<file path="src/rtl/beep_driver.sv">
// Piezo buzzer driver: plays a prioritised square-wave tone per game event, then a silent gap.
// Optional one-deep pending slot for non-preempting events, enabled by defining BEEP_PENDING_EN.
module beep_driver #(
  parameter logic [19:0] HALF_FLAP  = 20'd50_000,
  parameter logic [19:0] HALF_SCORE = 20'd25_000,
  parameter logic [19:0] HALF_CRASH = 20'd200_000,
  parameter logic [26:0] DUR_FLAP   = 27'd5_000_000,
  parameter logic [26:0] DUR_SCORE  = 27'd10_000_000,
  parameter logic [26:0] DUR_CRASH  = 27'd50_000_000,
  parameter logic [26:0] GAP_CYC    = 27'd2_000_000
) (
  input  logic       clk,
  input  logic       rst,
  input  logic       ev_flap,
  input  logic       ev_score,
  input  logic       ev_crash,
  output logic       buzz_out,
  output logic       busy,
  output logic [1:0] cur_id
);

  typedef enum logic [1:0] {IDLE, PLAY, GAP} state_t;

  state_t      state_q, state_d;
  logic [1:0]  id_q, id_d;
  logic [1:0]  pend_q, pend_d;
  logic [19:0] half_q, half_d;
  logic [26:0] dur_q, dur_d;
  logic [26:0] gap_q, gap_d;
  logic        buzz_q, buzz_d;
  logic        busy_q, busy_d;
  logic [1:0]  cur_q, cur_d;

  logic [1:0]  ev_id;
  logic        start;
  logic [1:0]  start_id;

  // Counters are loaded with length-1 so that a zero count marks the final cycle of a phase.
  function automatic logic [19:0] half_of(input logic [1:0] id);
    case (id)
      2'd3:    half_of = HALF_CRASH - 20'd1;
      2'd2:    half_of = HALF_SCORE - 20'd1;
      default: half_of = HALF_FLAP - 20'd1;
    endcase
  endfunction

  function automatic logic [26:0] dur_of(input logic [1:0] id);
    case (id)
      2'd3:    dur_of = DUR_CRASH - 27'd1;
      2'd2:    dur_of = DUR_SCORE - 27'd1;
      default: dur_of = DUR_FLAP - 27'd1;
    endcase
  endfunction

  always_ff @(posedge clk) begin
    if (rst) begin
      state_q <= IDLE;
      id_q    <= 2'd0;
      pend_q  <= 2'd0;
      half_q  <= 20'd0;
      dur_q   <= 27'd0;
      gap_q   <= 27'd0;
      buzz_q  <= 1'b0;
      busy_q  <= 1'b0;
      cur_q   <= 2'd0;
    end else begin
      state_q <= state_d;
      id_q    <= id_d;
      pend_q  <= pend_d;
      half_q  <= half_d;
      dur_q   <= dur_d;
      gap_q   <= gap_d;
      buzz_q  <= buzz_d;
      busy_q  <= busy_d;
      cur_q   <= cur_d;
    end
  end

  always_comb begin
    state_d  = state_q;
    id_d     = id_q;
    pend_d   = pend_q;
    half_d   = half_q;
    dur_d    = dur_q;
    gap_d    = gap_q;
    buzz_d   = buzz_q;
    start    = 1'b0;
    ev_id    = ev_crash ? 2'd3 : ev_score ? 2'd2 : ev_flap ? 2'd1 : 2'd0;
    start_id = ev_id;

    case (state_q)
      IDLE: begin
        if (ev_id != 2'd0) start = 1'b1;
      end
      PLAY: begin
        if (ev_id > id_q) begin
          start = 1'b1;
        end else begin
`ifdef BEEP_PENDING_EN
          if (ev_id != 2'd0 && (pend_q == 2'd0 || ev_id >= pend_q)) pend_d = ev_id;
`endif
          if (half_q == 20'd0) begin
            half_d = half_of(id_q);
            buzz_d = ~buzz_q;
          end else begin
            half_d = half_q - 20'd1;
          end
          // With a zero-length gap the tone hands over straight to the pending slot or IDLE.
          if (dur_q == 27'd0) begin
            if (GAP_CYC != 27'd0) begin
              state_d = GAP;
              gap_d   = GAP_CYC - 27'd1;
            end else if (pend_d != 2'd0) begin
              start    = 1'b1;
              start_id = pend_d;
              pend_d   = 2'd0;
            end else begin
              state_d = IDLE;
            end
          end else begin
            dur_d = dur_q - 27'd1;
          end
        end
      end
      GAP: begin
        if (ev_id != 2'd0) begin
          start = 1'b1;
        end else if (gap_q == 27'd0) begin
          if (pend_q != 2'd0) begin
            start    = 1'b1;
            start_id = pend_q;
            pend_d   = 2'd0;
          end else begin
            state_d = IDLE;
          end
        end else begin
          gap_d = gap_q - 27'd1;
        end
      end
      default: state_d = IDLE;
    endcase

    if (start) begin
      state_d = PLAY;
      id_d    = start_id;
      half_d  = half_of(start_id);
      dur_d   = dur_of(start_id);
      buzz_d  = 1'b1;
    end

    if (state_d != PLAY) buzz_d = 1'b0;
    busy_d = (state_d != IDLE);
    cur_d  = (state_d == PLAY) ? id_d : 2'd0;
  end

  assign buzz_out = buzz_q;
  assign busy     = busy_q;
  assign cur_id   = cur_q;

endmodule

</file>
<file path="config.mk">
export PLATFORM = sky130hd
export DESIGN_NAME = beep_driver
export DESIGN_NICKNAME = d
export VERILOG_FILES = /design/src/rtl/beep_driver.sv
export SDC_FILE = /design/constraint.sdc
export NUM_CORES = 1
export LEC_CHECK = 0
export CORE_MARGIN = 4
export CORE_UTILIZATION = 40
export DETAILED_ROUTE_END_ITERATION = 8
export HOLD_SLACK_MARGIN = 0.1
export PLACE_DENSITY = 0.57
export SYNTH_ARGS = -nofsm -noshare
export SYNTH_HDL_FRONTEND = slang
export SYNTH_SLANG_ARGS = --single-unit
export TNS_END_PERCENT = 1
</file>
<file path="constraint.sdc">
create_clock -name clk -period 4.2 [get_ports clk]
set_input_delay 0.84 -clock clk [delete_from_list [all_inputs] [get_ports clk]]
set_output_delay 0.84 -clock clk [all_outputs]
set_load 0.01 [all_outputs]
</file>
==> flow_results.org, run 1 <==
** STA
- Crit share post-route :: 88.3%
- Measured against its own limit, the worst slew margin works out to 40.7%.
- Setup repair after global routing left no endpoint under its margin.
- Setup violations remaining at the end of the flow were counted as 0.
- The count of final max-slew check failures was 0.
- For the pin with the worst max-slew slack, the measured transition is 890 ps.
- Final Hold Violating Endpoints :: 0
- The clock arrives with 6.70 ps of skew.
- Timing would allow up to 270 MHz.
- The clock period could shrink to 3710 ps.
- Setup tns final :: 0 ps

** Placement
- Detailed placement ended at an HPWL of 8760 um.
- At the end of routability-driven placement, the weighted congestion stood at 0.816.
- Count of input and output buffers :: 8
- Placed cell count :: 723
- Once placement finished, the instance area stood at 0.00493 sq mm.

** Clock tree
- CTS root buf :: sky130_fd_sc_hd__clkbuf_16
- Setup bufs post-CTS :: 0
- Clock-pin slew on the worst setup and hold paths :: 60 ps
- CTS resizes :: 0
- Buffers inserted during clock tree synthesis total 9.
- Total of hold buffers inserted after clock tree synthesis :: 0
- Clock tree synthesis found a total of 82 sinks.
- Clk buf depth :: 2
- CTS built an H-tree with a depth of 3.
- TritonCTS built the clock tree.
- The clock reaches the later pin of the worst-skew pair after 340 ps.

** Synthesis
- Synthesized instance count :: 593
- Dividing the synthesized area by the synthesized cell count gives 7.91 sq um.
- The share of the Yosys chip area taken by registers is 35.0%.
- Synthesis inferred 82 register bits.
- EDFF count, synth :: 0
- Count of warnings emitted by yosys :: 0
- Most frequently used flop master after synthesis :: sky130_fd_sc_hd__dfxtp_1
- The netlist uses 57 different library cells.
- The cell area that synthesis handed to floorplanning was 0.00469 sq mm.
- Counting flops with an async set or reset pin after synthesis yields a share of 0%.
- Net count after synthesis :: 609

** Floorplanning
- Core Footprint :: 0.0115 sq mm
- FP Rows :: 39
- The initial utilization of the core area, before any placement, comes to 40.9%.
- The die is 116 um tall.
- The die is 116 um wide.
- Total Die Area :: 0.0135 sq mm
- Top-level I/O count :: 9

** Drt
- Remaining DRCs :: 0
- The first detailed-routing pass ran for 5 iterations.
- Remaining antenna violation count :: 0
- Post-DR vias/cell :: 6.11
- Wire length reported by the detailed router :: 12,700 um
- In the final routed layout, each cell accounts on average for 17.2 um.
- Vias :: 4,512
- The first routing iteration left 378 violations.

** Worst setup path
- Worst-path maximum fanout :: 18
- Worst Path Arrival :: 3980 ps
- STA classifies the critical path startpoint as a primary input.
- Crit Path Class :: primary input to register
- Kind of end point of the critical path :: register
- STA puts the critical path data required time at 4470 ps.

** Finish
- Final Non-Filler Cells :: 738
- After filler insertion, the fill cell instance count of the layout stands at 1,126.
- Leaving out fill and tap cells, the most frequent cell in the layout is sky130_fd_sc_hd__dfxtp_1.
- Antenna cell count :: 0
- The final layout contains 607 nets.
- Layout cells sized above 1 :: 7.56%
- From synthesis to final layout, the design area changed by 10.9%.
- Highest-count cells in the layout ignoring fill and taps :: 82 x sky130_fd_sc_hd__dfxtp_1, 53 x sky130_fd_sc_hd__a21oi_1, 48 x sky130_fd_sc_hd__nor2_1, 44 x sky130_fd_sc_hd__o21ai_0, 43 x sky130_fd_sc_hd__nor3_1
- Post-route design area :: 0.00520 sq mm

** Flow run
- Max-cap viol count :: 0

** Pwr
- Power per standard cell area :: 784 mW/mm^2
- Maximum vdd drop :: 0.298 mV
- Leak :: 1.80 nW

** GRT
- The total overflow left after global routing is 0.
- The via count of the first global-routing pass was 4,245.
- Entering global routing, the biggest net connects 58 pins.
- Wire length of the first global-routing pass :: 21,300 um
- Global routing consumed, over all layers together, 19.5% of the routing resources.
- The initial antenna violation count is 0.

** Outcome
- Run status :: completed

** Min path
- The path class of the tightest hold or removal check is register to register.
[final cells by class]
| class | instances | area (sq um) | share of cell area [%] |
|---|---|---|---|
| clock buffers | 12 | 256 | 4.93 |
| clock inverters | 3 | 15.0 | 0.289 |
| inverters | 20 | 75.1 | 1.44 |
| multi-input cells | 454 | 2840 | 54.6 |
| flip-flops and latches | 82 | 1640 | 31.6 |
| well taps | 143 | 179 | 3.44 |
| repair buffers | 24 | 195 | 3.75 |
[stage by stage]
stage | power, W | setup WS, ps | utilization, % | hold slack (ps)
2_1_floorplan | 0.00275 | 941 | - | 435
3_3_place_gp | 0.00329 | 249 | 43.0 | 442
3_5_place_dp | 0.00333 | 173 | 43.0 | 449
4_1_cts | 0.00408 | 507 | 45.4 | 458
5_1_grt | 0.00441 | 301 | 45.4 | 501
6_report | 0.00408 | 491 | 45.4 | 458
[Yosys cell counts (all sizes together) (3+ instances only)]
cell     n  area, sq um
nand2b   9         56.3
nor2    48          180
dfxtp   82         1640
o32ai    4         35.0
o31a     4         35.0
o21a     6         45.0
and2     6         37.5
ha      11          138
o221a    3         33.8
nor2b    3         18.8
a31oi    7         43.8
xor2     6         52.6
nor4b    5         43.8
nand3b   6         45.0
o41ai    4         35.0
xnor2   16          140
nand2   25         93.8
and4     3         26.3
clkbuf  33          124
nand3   12         60.1
o31ai    9         67.6
nand4    7         43.8
o211ai   5         37.5
a21oi   54          270
o311ai   3         26.3
o21ai   45          225
a21o     6         45.0
or4     17          131
buf      4         16.3
or2      5         31.3
or3     21          131
a311oi   7         61.3
inv     19         71.3
a211oi   8         60.1
nor3    43          215
nor3b    3         22.5
nor4    21          131
[final timing paths]
check / from / endpoint / slack (ps) / depth (start not counted)
setup / recovery: ev_crash / gap_q[9] / 490 / 10
hold / removal: half_q[14] / half_q[14] / 460 / 2
setup reg to reg: dur_q[3] / dur_q[11] / 940 / 7
hold reg to reg: half_q[14] / half_q[14] / 460 / 2
[registers in the layout, indices dropped and copies added (netlist names)]
| signal | cells |
|---|---|
| half_q | 20 |
| cur_id | 2 |
| dur_q | 27 |
| busy | 1 |
| id_q | 2 |
| gap_q | 27 |
| state_q | 2 |
| buzz_out | 1 |
[report_power, final]
part           switching [W]  total [W]  leakage (nW)  internal (W)
sequential          0.000272    0.00131         0.676       0.00104
combinational        0.00123    0.00203         0.984      0.000802
clock               0.000307   0.000734         0.138      0.000427
[worst max-delay path, stage by stage]
cell and delay (ps):
sky130_fd_sc_hd__clkdlybuf4s50_1 490, sky130_fd_sc_hd__inv_1 150, sky130_fd_sc_hd__nand2_1 90, sky130_fd_sc_hd__ha_1 290, sky130_fd_sc_hd__nor2b_1 160, sky130_fd_sc_hd__o21a_1 210, sky130_fd_sc_hd__o41a_4 600, sky130_fd_sc_hd__or3_1 550
sky130_fd_sc_hd__or4_1 450, sky130_fd_sc_hd__a21oi_1 140
[cells by family (layout without fill, tap and decap cells)]
group,after synthesis,after routing,synth area share (%)
and+or+nand+nor,239,239,28.2
muxes,2,2,0.427
buffers and inverters,57,59,4.59
adders and majority gates,11,11,2.93
AOI/OAI and AO/OA,180,180,24.8
DFF,82,82,35.0
xor gates and xnor gates,22,22,4.11
[layer usage]
layer | vias up | track usage, % | wire (um) | part of all wire [%]
met3 | 13 | 2.90 | 430 | 3.4
met1 | 2180 | 26.7 | 6190 | 49
met5 | - | 0 | 0 | 0
met2 | 80 | 31.8 | 5930 | 47
li1 | 2239 | - | - | -
met4 | 0 | 5.65 | 145 | 1.1
No activity file was read; power rests on OpenSTA's default activity.
==> inputs of run 2 (changes only) <==
--- a/config.mk
+++ b/config.mk
@@ -5,11 +5,11 @@
 export SDC_FILE = /design/constraint.sdc
 export NUM_CORES = 1
 export LEC_CHECK = 0
-export CORE_MARGIN = 4
 export CORE_UTILIZATION = 40
 export DETAILED_ROUTE_END_ITERATION = 8
+export DONT_BUFFER_PORTS = 1
 export HOLD_SLACK_MARGIN = 0.1
-export PLACE_DENSITY = 0.57
+export PLACE_DENSITY = 0.56
 export SYNTH_ARGS = -nofsm -noshare
 export SYNTH_HDL_FRONTEND = slang
 export SYNTH_SLANG_ARGS = --single-unit
==> run 2 against run 1 <==
Fmax grew 10%. Sequential share of layout area grew 0.12 points. Final cell count shrank 2.0%. Clock-buffer cell count is the same. Non-clock buffer count shrank 16. Flip-flop and latch count is the same. Critical path depth shrank 4. Clock skew grew 2.4 ps. Routed wire length grew 0.49%. Global-route usage grew 3.1 points. Critical endpoint is now dur_q[11]. Largest power group unchanged.
==> flow_results.org, run 2 (synthesis results as in run 1) <==
** Drt
- The number of routed nets with antenna violations is 0 (unchanged).
- Routed wire length per instance :: 17.6 um (was 17.2 um)
- Post-DR vias/cell :: 6.16 (was 6.11)
- The vias after detailed routing came to 4,454 (was 4,512).
- Detailed Routing Iterations Pass 1 :: 5 (unchanged)
- The final routed wirelength across all metal layers came to 12,800 um (was 12,700 um).
- First DRT Iteration DRCs :: 328 (was 378)
- Remaining DRCs :: 0 (unchanged)

** Clock tree
- The CTS clock-pin slew for the worst setup and hold paths came to 60 ps (about the same).
- The number of sinks handled by clock tree synthesis came to 82 (unchanged).
- The H-tree level count is 3 (unchanged).
- The number of buffers inserted by post-CTS setup repair was 0 (unchanged).
- The number of buffers created by CTS came to 9 (unchanged).
- CTS resizes :: 0 (unchanged)
- Clock tree from TritonCTS :: done (unchanged)
- The worst-skew pair later-pin latency came to 350 ps (was 340 ps).
- Clk buf depth :: 2 (unchanged)
- The root buffer cell was sky130_fd_sc_hd__clkbuf_16 (unchanged).
- Total of hold buffers inserted after clock tree synthesis :: 0 (unchanged)

** Finish
- The final-layout fill cell count is 1,127 (was 1,126).
- The sequential standard cell area came to 0.00164 sq mm (unchanged).
- Top flop regs: dur_q: 27 flops, gap_q: 27 flops, half_q: 20 flops (unchanged).
- The count of inserted antenna diode cells was 0 (unchanged).
- The fraction of layout cells with a size suffix above 1 was 6.55% (was 7.56%).
- The leading cell type in the layout, fill and taps excluded is sky130_fd_sc_hd__dfxtp_1 (unchanged).
- NumNets Final :: 591 (was 607)
- Highest-count cells in the layout ignoring fill and taps :: 82 x sky130_fd_sc_hd__dfxtp_1, 53 x sky130_fd_sc_hd__a21oi_1, 48 x sky130_fd_sc_hd__nor2_1, 44 x sky130_fd_sc_hd__o21ai_0, 43 x sky130_fd_sc_hd__nor3_1 (unchanged)
- Signed area change from the synthesized netlist to the final layout :: 10.4% (was 10.9%)
- Multi-input combinational cell area :: 0.00284 sq mm (unchanged)

** STA
- The aggregate negative setup slack came to 0 ps (unchanged).
- The minimum period implied by the final worst setup slack was 3370 ps (was 3710 ps).
- The maximum clock skew at final layout is 9.06 ps (was 6.70 ps).
- Crit share post-route :: 80.2% (was 88.3%)
- Hold WS :: 464 ps (was 458 ps)
- Final setup fails :: 0 (unchanged)
- The final count of hold timing violations came to 0 (unchanged).
- The maximum frequency from static timing analysis was 297 MHz (was 270 MHz).
- The count of final max-slew check failures came to 0 (unchanged).
- The transition time at the pin with the least slew margin came to 898 ps (was 890 ps).
- Worst slew margin relative to its limit :: 40.1% (was 40.7%)
- Unrepaired setup endpoints after global routing :: false (unchanged)

** Floorplanning
- The floorplan die area was 0.0122 sq mm (was 0.0135 sq mm).
- Initial Util :: 41.1% (was 40.9%)
- The number of ports placed on the die boundary was 9 (unchanged).
- The die outline height came to 110 um (was 116 um).
- The row count is 39 (unchanged).
- Die W :: 110 um (was 116 um)
- The core outline area came to 0.0114 sq mm (was 0.0115 sq mm).

** Pwr
- Power per standard cell area :: 821 mW/mm^2 (was 784 mW/mm^2)
- The leakage power summed over all cells was 1.78 nW (was 1.80 nW).
- The worst IR drop on VDD is 0.318 mV (was 0.298 mV).

** Placement
- Half-perimeter wire length of the detailed placement result :: 8580 um (was 8760 um)
- Gpl congestion :: 0.762 (was 0.816)
- Count of input and output buffers :: 0 (was 8)

** Worst setup path
- Crit Path Class :: register to register (was primary input to register)
- The kind of start point of the critical path is a register (was primary input).
- The critical path required time was 4440 ps (was 4470 ps).
- The kind of end point of the critical path was a register (unchanged).
- Worst-path maximum fanout :: 25 (was 18)
- Worst Path Arrival :: 3600 ps (was 3980 ps)

** GRT
- Maximum number of pins on one net before global-route repair :: 59 (was 58)
- The global-route usage over all layers is 22.6% (was 19.5%).
- Initial antenna violation count :: 0 (unchanged)
- The via count of the first global-routing pass is 4,295 (was 4,245).
- The first-pass GRT wire length came to 21,100 um (was 21,300 um).
- The total congestion overflow after global routing came to 0 (unchanged).

** Flow run
- Max-cap viol count :: 0 (unchanged)

** Outcome
- Run status: completed (unchanged).

** Min path
- The worst hold-check path type is register to register (unchanged).
## run 2: cell count changes in the layout (fill, tap and decap cells not counted)
cell | previous run | this run
sky130_fd_sc_hd__buf_2 | 1 | 0
sky130_fd_sc_hd__buf_4 | 16 | 8
sky130_fd_sc_hd__bufinv_16 | 0 | 4
sky130_fd_sc_hd__clkbuf_1 | 1 | 0
sky130_fd_sc_hd__clkbuf_8 | 2 | 3
sky130_fd_sc_hd__clkdlybuf4s50_1 | 7 | 0
sky130_fd_sc_hd__clkinv_2 | 3 | 0
## run 2: layout make-up
type | instances | share of cell area [%]
clock buffer | 12 | 5.14
clock inverter | 4 | 2.32
inverter | 20 | 1.45
multi-input combinational | 454 | 54.8
sequential | 82 | 31.7
tap | 143 | 3.45
timing repair buffer | 8 | 1.16
## run 2: worst paths after layout
check,to,startpoint,cells after the start,slack [ps]
setup / recovery,dur_q[11],dur_q[3],6,830
hold / removal,half_q[14],half_q[14],2,460
setup reg to reg,dur_q[11],dur_q[3],6,830
hold reg to reg,half_q[14],half_q[14],2,460
## run 2: report_power, final
| group | total, W | switching (W) | leakage [nW] | internal [W] |
|---|---|---|---|---|
| clock network | 0.00101 | 0.000318 | 0.189 | 0.000690 |
| logic | 0.00193 | 0.00120 | 0.914 | 0.000728 |
| registers | 0.00132 | 0.000285 | 0.676 | 0.00104 |
| total | 0.00426 | 0.00180 | 1.78 | 0.00245 |
## run 2: critical path, cell delays in order (launching register included)
cell and delay (ps):
sky130_fd_sc_hd__dfxtp_1 340, sky130_fd_sc_hd__or4_4 580, sky130_fd_sc_hd__or3_1 470, sky130_fd_sc_hd__o31ai_1 770
sky130_fd_sc_hd__a21o_1 730, sky130_fd_sc_hd__a21oi_1 90, sky130_fd_sc_hd__o221a_2 290
## run 2: routing by layer
metal | track usage, % | vias up | wire (um)
met5 | 0 | - | 0
met3 | 3.00 | 29 | 361
li1 | - | 2203 | -
met2 | 36.2 | 91 | 6130
met4 | 13.9 | 0 | 400
met1 | 28.6 | 2131 | 5870
## run 2: per-stage QoR
step	cells	util, %	worst slack [ps]	area, sq um	total power (W)
2_1_floorplan	593	-	941	4690	0.00275
3_3_place_gp	707	42.0	765	4790	0.00320
3_5_place_dp	707	42.0	694	4790	0.00324
4_1_cts	723	45.4	861	5180	0.00427
5_1_grt	723	45.4	661	5180	0.00458
6_report	723	45.4	832	5180	0.00426
==> inputs of run 3 (changes only) <==
--- a/config.mk
+++ b/config.mk
@@ -9,7 +9,7 @@
 export DETAILED_ROUTE_END_ITERATION = 8
 export DONT_BUFFER_PORTS = 1
 export HOLD_SLACK_MARGIN = 0.1
-export PLACE_DENSITY = 0.56
+export PLACE_DENSITY = 0.58
 export SYNTH_ARGS = -nofsm -noshare
 export SYNTH_HDL_FRONTEND = slang
 export SYNTH_SLANG_ARGS = --single-unit
==> constraint.sdc (replaced) <==
create_clock -name clk -period 2.9 [get_ports clk]
set_input_delay 0.58 -clock clk [delete_from_list [all_inputs] [get_ports clk]]
set_output_delay 0.58 -clock clk [all_outputs]
set_load 0.01 [all_outputs]
==> run 3 against run 2 <==
Worst hold slack got worse by 170 ps. Flip-flop and latch count did not move. Die area did not move. Power rose by 50%. First-iteration DRC count fell by 9.5%. Routed wire length rose by 0.74%. Critical path depth did not move. Utilization rose by 2.4 points. Fmax rose by 20%. Register-to-register slack got worse by 740 ps. Sequential power rose by 44%. Largest power group unchanged. Highest routed layer unchanged.
==> flow_results.org, run 3 (synthesis results as in run 1) <==
** GRT
- The initial antenna violation count came to 0 (unchanged).
- GRT Util Overall :: 22.4% (was 22.6%)
- Maximum number of pins on one net before global-route repair :: 59 (unchanged)
- The total congestion overflow after global routing was 0 (unchanged).
- The first-pass GRT wire length came to 20,900 um (was 21,100 um).
- Via count of the first global-routing pass :: 4,220 (was 4,295)

** Pwr
- The clock group share of total power came to 19.5% (was 23.7%).
- Switching pwr :: 0.00268 W (was 0.00180 W)
- Maximum vdd drop :: 0.595 mV (was 0.318 mV)
- Switch share :: 42.1% (was 42.3%)
- The total power per unit cell area came to 1170 mW/mm^2 (was 821 mW/mm^2).
- Sequential share of power :: 29.8% (was 31.1%)
- Combinational fraction of design power :: 50.6% (was 45.3%)
- Total power consumption of the routed design :: 0.00636 W (was 0.00426 W)
- The leakage power summed over all cells was 1.95 nW (was 1.78 nW).
- The internal power consumption is 0.00369 W (was 0.00245 W).

** Drt
- The number of routed nets with antenna violations came to 0 (unchanged).
- The vias after detailed routing came to 4,609 (was 4,454).
- Detailed Routing Iterations Pass 1 :: 4 (was 5)
- Remaining DRCs :: 0 (unchanged)
- The violation count after the first detailed-route iteration came to 297 (was 328).
- The final routed wirelength across all metal layers is 12,900 um (was 12,800 um).
- Routed wire length per instance :: 16.9 um (was 17.6 um)
- The detailed-route vias per instance was 6.05 (was 6.16).

** Clock tree
- The H-tree level count is 3 (unchanged).
- Setup bufs post-CTS :: 0 (unchanged)
- The number of buffers created by CTS is 9 (unchanged).
- Clk buf depth :: 2 (unchanged)
- The worst-skew pair later-pin latency was 340 ps (was 350 ps).
- The CTS clock-pin slew for the worst setup and hold paths came to 60 ps (about the same).
- The hold buffer count at cts was 0 (unchanged).
- The root buffer cell is sky130_fd_sc_hd__clkbuf_16 (unchanged).
- Clock tree from TritonCTS :: done (unchanged)
- The number of sinks handled by clock tree synthesis came to 82 (unchanged).

** Finish
- Highest-count cells in the layout ignoring fill and taps :: 82 x sky130_fd_sc_hd__dfxtp_1, 53 x sky130_fd_sc_hd__a21oi_1, 47 x sky130_fd_sc_hd__nor2_1, 46 x sky130_fd_sc_hd__buf_4, 44 x sky130_fd_sc_hd__o21ai_0 (was 82 x sky130_fd_sc_hd__dfxtp_1, 53 x sky130_fd_sc_hd__a21oi_1, 48 x sky130_fd_sc_hd__nor2_1, 44 x sky130_fd_sc_hd__o21ai_0, 43 x sky130_fd_sc_hd__nor3_1)
- Top flop regs: dur_q: 27 flops, gap_q: 27 flops, half_q: 20 flops (unchanged).
- Signed area change from the synthesized netlist to the final layout :: 16.2% (was 10.4%)
- The leading cell type in the layout, fill and taps excluded is sky130_fd_sc_hd__dfxtp_1 (unchanged).
- Final-layout fill cell count :: 1,139 (was 1,127)
- The count of nets after finishing is 631 (was 591).
- Antenna cell count :: 0 (unchanged)
- Layout cells sized above 1 :: 12.6% (was 6.55%)
- The end-of-flow core utilization is 47.8% (was 45.4%).
- The area of all placed cells without fillers is 0.00545 sq mm (was 0.00518 sq mm).

** Worst setup path
- The maximum fanout along the worst path is 6 (was 25).
- Crit Path Class :: register to register (unchanged)
- The library cell contributing the largest single delay on the critical path was sky130_fd_sc_hd__or4_4 (was sky130_fd_sc_hd__o31ai_1).
- Worst Path Arrival :: 3080 ps (was 3600 ps)
- Critical-path cell list :: or4_4 -> or3_4 -> o41a_4 -> or4b_4 -> or4_1 -> a21oi_1 (was or4_4 -> or3_1 -> o31ai_1 -> a21o_1 -> a21oi_1 -> o221a_2)
- The cell count along the critical path is 6 (unchanged).
- Crit path largest cell delay :: 530 ps (was 770 ps)
- Cell class contributing the biggest share of worst-path delay :: simple AND/OR/NAND/NOR gates (was compound AO/OA/AOI/OAI gates)
- Kind of end point of the critical path :: register (unchanged)
- Register-to-Register Setup Slack :: 90 ps (was 830 ps)
- The total buffers and inverters traversed by the critical path was 0 (unchanged).
- Critical path launch point type :: register (unchanged)
- Data required time at the worst endpoint :: 3170 ps (was 4440 ps)
- Depth of the worst register-to-register path :: 6 (unchanged)

** Floorplanning
- The starting density of the core was 41.1% (unchanged).
- The floorplan die area was 0.0122 sq mm (unchanged).
- The die width was 110 um (unchanged).
- FP Rows :: 39 (unchanged)
- Vert. Die Dim :: 110 um (unchanged)
- Core Footprint :: 0.0114 sq mm (unchanged)
- Top-level I/O count :: 9 (unchanged)

** Min path
- Worst hold path class :: primary input to register (was register to register)
- WHS Path Cells :: 1 (was 2)

** Flow run
- Max-cap viol count :: 0 (unchanged)

** Outcome
- Run status: completed (unchanged).

** Placement
- Count of input and output buffers :: 0 (unchanged)
- Half-perimeter wire length of the detailed placement result :: 9000 um (was 8580 um)
- Gpl congestion :: 0.828 (was 0.762)
- The placed standard-cell area came to 0.00512 sq mm (was 0.00479 sq mm).

** STA
- Worst setup skew after layout :: 7.88 ps (was 9.06 ps)
- The max-slew headroom at the worst pin is 59.9% (was 40.1%).
- Unrepaired setup endpoints after global routing :: false (unchanged)
- Actual slew at the worst max-slew pin :: 595 ps (was 898 ps)
- Maximum operating frequency :: 356 MHz (was 297 MHz)
- The share of the clock period used by the worst path after layout came to 96.7% (was 80.2%).
- The count of final max-slew check failures was 0 (unchanged).
- The count of final setup violators is 0 (unchanged).
- The aggregate negative setup slack came to 0 ps (unchanged).
- The minimum period implied by the final worst setup slack was 2810 ps (was 3370 ps).
- Final Hold Violating Endpoints :: 0 (unchanged)
-- run 3: cell count changes in the layout (fill, tap and decap cells not counted), sizes merged --
cell / before / now
buf: 8 / 48
bufinv: 4 / 2
clkbuf: 12 / 13
-- run 3: path summary, 6_finish.rpt --
| check | start | end |
|---|---|---|
| max | dur_q[6] | gap_q[13] |
| max reg2reg | dur_q[6] | gap_q[13] |
| min | rst | gap_q[18] |
| min reg2reg | half_q[14] | half_q[14] |
-- run 3: metrics by stage --
| step | hold WS (ps) | worst slack, ps | instances |
|---|---|---|---|
| after CTS | 286 | 15.7 | 762 |
| after global placement | 442 | -112 | 747 |
| after detailed placement | 458 | -140 | 747 |
| after global routing | 283 | 11.0 | 762 |
| final | 298 | 94.7 | 762 |
| after floorplan | 435 | -41.5 | 593 |
-- run 3: layout make-up --
type	instances	area, sq um	area share (%)
inverters	20	75.1	1.38
clock buffers	13	260	4.77
flip-flops and latches	82	1640	30.1
well taps	143	179	3.28
clock inverters	2	60.1	1.10
repair buffers	48	385	7.07
multi-input cells	454	2850	52.3
-- run 3: per-layer routing --
| layer | vias to the layer above | routed length [um] | GRT usage (%) |
|---|---|---|---|
| li1 | 2284 | - | - |
| met1 | 2234 | 6160 | 29.6 |
| met2 | 74 | 5970 | 35.4 |
| met3 | 17 | 503 | 5.64 |
| met4 | 0 | 220 | 7.52 |
| met5 | - | 0 | 0 |
-- run 3: power groups by stage --
| stage | clock, W | combinational (W) | sequential (W) |
|---|---|---|---|
| detailed placement | 0 | 0.00316 | 0.00192 |
| global route | 0.00133 | 0.00355 | 0.00196 |
| global placement | 0 | 0.00311 | 0.00191 |
| finish | 0.00124 | 0.00322 | 0.00190 |
| CTS | 0.00128 | 0.00319 | 0.00190 |
| floorplan | 0 | 0.00218 | 0.00180 |
-- run 3: repair_timing --
item,4_1_cts,5_1_grt
endpoints found under the setup margin,1,5
endpoints found under the hold margin,0,0
pin swaps,0,1
gates resized for setup,1,2
